<file path="src/rtl/wb_bfm_pkg.sv">
// Shared constants and types for the Wishbone slave front-end.
package wb_bfm_pkg;

    // Cycle type identifiers carried on wb_cti_i
    localparam logic [2:0] CTI_CLASSIC = 3'b000;
    localparam logic [2:0] CTI_CONST   = 3'b001;
    localparam logic [2:0] CTI_INCR    = 3'b010;
    localparam logic [2:0] CTI_END     = 3'b111;

    // Burst type extensions carried on wb_bte_i
    localparam logic [1:0] BTE_LINEAR = 2'b00;
    localparam logic [1:0] BTE_WRAP4  = 2'b01;
    localparam logic [1:0] BTE_WRAP8  = 2'b10;
    localparam logic [1:0] BTE_WRAP16 = 2'b11;

    // Kind of bus cycle latched on its first beat
    localparam logic CLASSIC_CYCLE = 1'b0;
    localparam logic BURST_CYCLE   = 1'b1;

    typedef enum logic [1:0] {
        ST_IDLE = 2'd0,
        ST_WAIT = 2'd1,
        ST_RESP = 2'd2
    } state_t;

    // A beat is the last one of its cycle for classic cycles or an end-of-burst tag
    function automatic logic is_last(input logic burst, input logic [2:0] cti);
        return (burst == CLASSIC_CYCLE) || (cti == CTI_END);
    endfunction

endpackage

</file>
<file path="src/rtl/wb_slave_bfm_next_adr.sv">
// Combinational beat address generator for constant, linear and wrapping bursts.
module wb_next_adr
    import wb_bfm_pkg::*;
#(
    parameter int aw = 32,
    parameter int dw = 32
) (
    input  logic [aw-1:0] adr,
    input  logic [2:0]    cti,
    input  logic [1:0]    bte,
    output logic [aw-1:0] next_adr
);

    localparam int BYTES = dw / 8;
    localparam logic [aw-1:0] STEP   = aw'(BYTES);
    localparam logic [aw-1:0] MASK4  = aw'(4 * BYTES - 1);
    localparam logic [aw-1:0] MASK8  = aw'(8 * BYTES - 1);
    localparam logic [aw-1:0] MASK16 = aw'(16 * BYTES - 1);

    logic [aw-1:0] inc;
    logic [aw-1:0] wrap_mask;

    // Bits inside wrap_mask take the incremented value, bits above it stay put
    always_comb begin
        inc = adr + STEP;
        case (bte)
            BTE_WRAP4:  wrap_mask = MASK4;
            BTE_WRAP8:  wrap_mask = MASK8;
            BTE_WRAP16: wrap_mask = MASK16;
            default:    wrap_mask = '1;
        endcase
        case (cti)
            CTI_INCR:  next_adr = (adr & ~wrap_mask) | (inc & wrap_mask);
            CTI_CONST: next_adr = adr;
            default:   next_adr = adr;
        endcase
    end

endmodule

</file>
<file path="config.mk">
export PLATFORM = sky130hd
export DESIGN_NAME = wb_next_adr
export DESIGN_NICKNAME = d
export VERILOG_FILES = /design/src/rtl/wb_bfm_pkg.sv /design/src/rtl/wb_slave_bfm_next_adr.sv
export SDC_FILE = /design/constraint.sdc
export NUM_CORES = 1
export LEC_CHECK = 0
export CAP_MARGIN = 30
export CORE_MARGIN = 5
export CORE_UTILIZATION = 31
export DETAILED_ROUTE_END_ITERATION = 8
export PLACE_DENSITY = 0.89
export SLEW_MARGIN = 20
export SYNTH_ARGS = -nofsm -noshare
export SYNTH_HDL_FRONTEND = slang
export SYNTH_SLANG_ARGS = --single-unit
</file>
<file path="constraint.sdc">
create_clock -name vclk -period 2.04
set_clock_uncertainty 0.2 [all_clocks]
set_input_delay 0.306 -clock vclk [all_inputs]
set_output_delay 0.306 -clock vclk [all_outputs]
set_load 0.02 [all_outputs]
</file>
**Word level (Yosys, flattened, before mapping)**

Cells that the tools add are included.

- Register bits after elaboration: 0
- Output and inout port bits: 32

- Add/sub/neg operators: 1
- Equality and inequality tests: 4
- Muxes and demuxes: 2
- Bitwise gates (word level): 4

Operators by type and width:

| cell | number |
|---|---|
| 32-bit case mux with 3 select lines | 1 |
| 32-bit AND | 2 |
| 32-bit by 3-bit adder with 32-bit output, second input constant | 1 |
| 32-bit two-way mux | 1 |
| 32-bit inverter | 1 |
| 32-bit bitwise OR | 1 |
| 2-bit equality test, second input constant | 2 |
| 3-bit by 2-bit equality test with 1-bit output, second input constant | 1 |
| 2-bit by 1-bit equality test with 1-bit output, second input constant | 1 |

**Logic depth before layout (Yosys ltp)**

- Depth after elaboration: 6
- Depth in mapped cells: 7
- Depth with buffers taken out: 6

**Least setup slack after synthesis**

Ideal clock, no wire load.

- Kind: input-to-output
- Start: input port cti[0]
- End: output port next_adr[23]
- Arrival: 1712 ps
- Required time: 1534 ps
- Path slack: -178 ps
- Cell stages on the path: 5
- Path buffers: 1
- Path through: or3b_4 nor4_4 buf_6 nand4_1 xnor2_1

- Longest elaborated chain between the ends: 2

Ends and longest elaborated chain:

| what | line | text |
|---|---|---|
| start: declaration | wb_slave_bfm_next_adr.sv:9 | `input logic [2:0] cti,` |
| 3-bit by 2-bit equality test with 1-bit output | wb_slave_bfm_next_adr.sv:32 | `case (cti)` |
| 32-bit two-way mux | wb_slave_bfm_next_adr.sv:32 |  |
| end: declaration | wb_slave_bfm_next_adr.sv:11 | `output logic [aw-1:0] next_adr` |

Every way passes these cells.

**Final worst setup path**

- Start: input port cti[2]
- End: output port next_adr[27]

The elaborated chain is that of the path after synthesis.

==> metrics.csv <==
metric,value,unit
status,"finished, violations left",
violations,setup timing,
hold_violations,0,
ys_types,22,
grt_pass1_wl,6290,um
drv_slew,0,
ys_warn_count,0,
synthesis.nets,138,
syn_to_final_growth,181,%
layout.area.seq,0,um^2
setup_violations,24,
power_density,172,mW/mm^2
cts_hold_buf,0,
syn_area_per_cell,7.16,um^2
setup_slack,-0.323,ns
antennaDiodeCount,0,
routed_wl,5050,um
die_w,57.6,um
fin_util,0.899,
clockBufferCount,0,
wire_per_inst,21.2,um
yosysSeqAreaShare,0,
finalCritPeriodShare,1.16,
synth_compound_gate_area_share,0,
postRouteAntennaNets,0,
max_cap_violations,0,
clkPwrFrac,0,
synth_top_family_by_area,simple AND/OR/NAND/NOR gates,
finalSetupTns,-4.91,ns
route.detailed.drc,0,
worst_setup_path_start_kind,input pin,
worst_slew_pin_slew,0.282,ns
rows,17,
path_class,input pin to output port,
leakage,0.951,nW
cp_max_fo,7,
cp_data_arrival_time,1.86,ns
slew_headroom,0.811,
synth_xor_area_frac,0.362,
overflow,0,
grt_pass1_vias,1322,
portBuffers,65,
synth-simple-area-share,0.496,
period_minus_slack,2.36,ns
p_int,0.173,mW
syn_area,702,um^2
design_area,0.00197,mm^2
place.gp.congestion,0.847,
grt_max_degree,10,
switchingPower,0.165,mW
place_area,0.00181,mm^2
first_iter_violations,60,
antenna_found_initial,0,
swShare,0.489,
syn-instance-count,98,
peakVddDrop,0.140,mV
route.vias.total,1339,
layout.nets,252,
pwr-share-comb,1.000,
cp.required,1.53,ns
die_h,57.6,um
die_area,0.00332,mm^2
pin_count,69,
endpoint_kind,output port,
synth-adder-area-share,0.0535,
hold_class,input pin to output port,
rsz0062_at_grt,yes,
drive_gt1_frac,0.657,
vias_per_cell,5.63,
seq_power_share,0,
seq_cells,0,
fmax,0.423,GHz
start_util,0.320,
synthMuxAreaShare,0.0160,
dr.pass1.iters,5,
dp_hpwl,2990,um
core,0.00219,mm^2
track_usage,0.236,
## cell families after synthesis
kind of cell               Yosys count
muxes                                1
and+or+nand+nor                     56
adders and majority gates            3
xor gates and xnor gates            29
buffers and inverters                9
## per-layer routing
layer,share of wire,up-vias,routed length [um],track usage
li1,-,582,-,-
met1,0.34,634,1700,0.244
met2,0.52,89,2630,0.482
met3,0.080,34,406,0.0294
met4,0.062,0,311,0.0629
met5,0,-,0,0
## critical path, stage by stage
cell,delay (ns)
buf_6,0.09
or3b_4,0.41
nor4_4,0.28
buf_4,0.21
nand4_1,0.16
xnor2_2,0.21
buf_4,0.17
## cell type report
type	count	area (um^2)
Multi-Input combinational cell	89	950
Tap cell	28	35.0
Inverter	4	30.0
Fill cell	100	221
Timing Repair Buffer	117	955
## cell usage after synthesis
cell type,count,area (um^2)
xor2_1,5,43.8
xnor2_1,24,210
and4_1,2,17.5
buf_4,2,15.0
mux2_2,1,11.3
or3b_4,1,11.3
and2_1,2,12.5
nor4_4,1,21.3
nand3_1,14,70.1
buf_2,2,10.0
nor3b_1,2,15.0
nor3_4,1,16.3
nand2_1,5,18.8
inv_1,4,15.0
ha_1,3,37.5
buf_6,1,11.3
nand4_1,15,93.8
nor4b_1,1,8.76
and3_1,3,18.8
nand4bb_1,1,11.3
nor3_1,2,10.0
nor2_1,6,22.5
## repair_timing
action | in CTS | in global routing
pin swaps | 28 | 14
setup endpoints to repair | 30 | 29
buffers inserted | 4 | 7
resized for setup | 225 | 31
## per-stage QoR
step	hold slack [ns]	setup slack [ns]	total power [mW]	std cells
final	0.412	-0.323	0.338	238
after global routing	0.412	-0.399	0.351	238
after CTS	0.412	-0.218	0.310	231
after detailed placement	0.412	-1.20	0.330	227
after global placement	0.412	-1.11	0.319	227
after floorplan	0.501	-0.00538	0.116	98
## power groups by stage
stage / Sequential (mW) / Combinational (mW) / Clock (mW)
after floorplan: 0 / 0.116 / 0
after detailed placement: 0 / 0.330 / 0
final: 0 / 0.338 / 0
after CTS: 0 / 0.310 / 0
after global placement: 0 / 0.319 / 0
after global routing: 0 / 0.351 / 0
## cell usage in the layout, fill, tap and decap left out
cell	netlist	layout
and2_1	2	2
and3_1	3	3
and4_1	2	2
buf_12	0	1
buf_2	2	5
buf_4	2	70
buf_6	1	9
buf_8	0	1
clkbuf_2	0	5
clkdlybuf4s15_1	0	3
clkdlybuf4s15_2	0	3
clkdlybuf4s50_1	0	3
dlygate4sd2_1	0	17
ha_1	3	1
ha_4	0	2
inv_1	4	2
inv_12	0	1
inv_4	0	1
mux2_2	1	1
nand2_1	5	3
nand2_2	0	1
nand2_4	0	1
nand3_1	14	6
nand3_2	0	4
nand3_4	0	4
nand4_1	15	15
nand4bb_4	0	1
nor2_1	6	5
nor2_2	0	1
nor3_2	0	2
nor3_4	1	1
nor3b_2	0	1
nor3b_4	0	1
nor4_4	1	1
nor4b_2	0	1
or3b_4	1	1
xnor2_1	24	6
xnor2_2	0	18
xor2_1	5	4
xor2_2	0	1
## worst paths after layout
path,startpoint,to,depth (start not counted)
worst max-delay path,cti[2],next_adr[27],7
worst min-delay path,adr[1],next_adr[1],0
No activity file was read; power rests on OpenSTA's default activity.
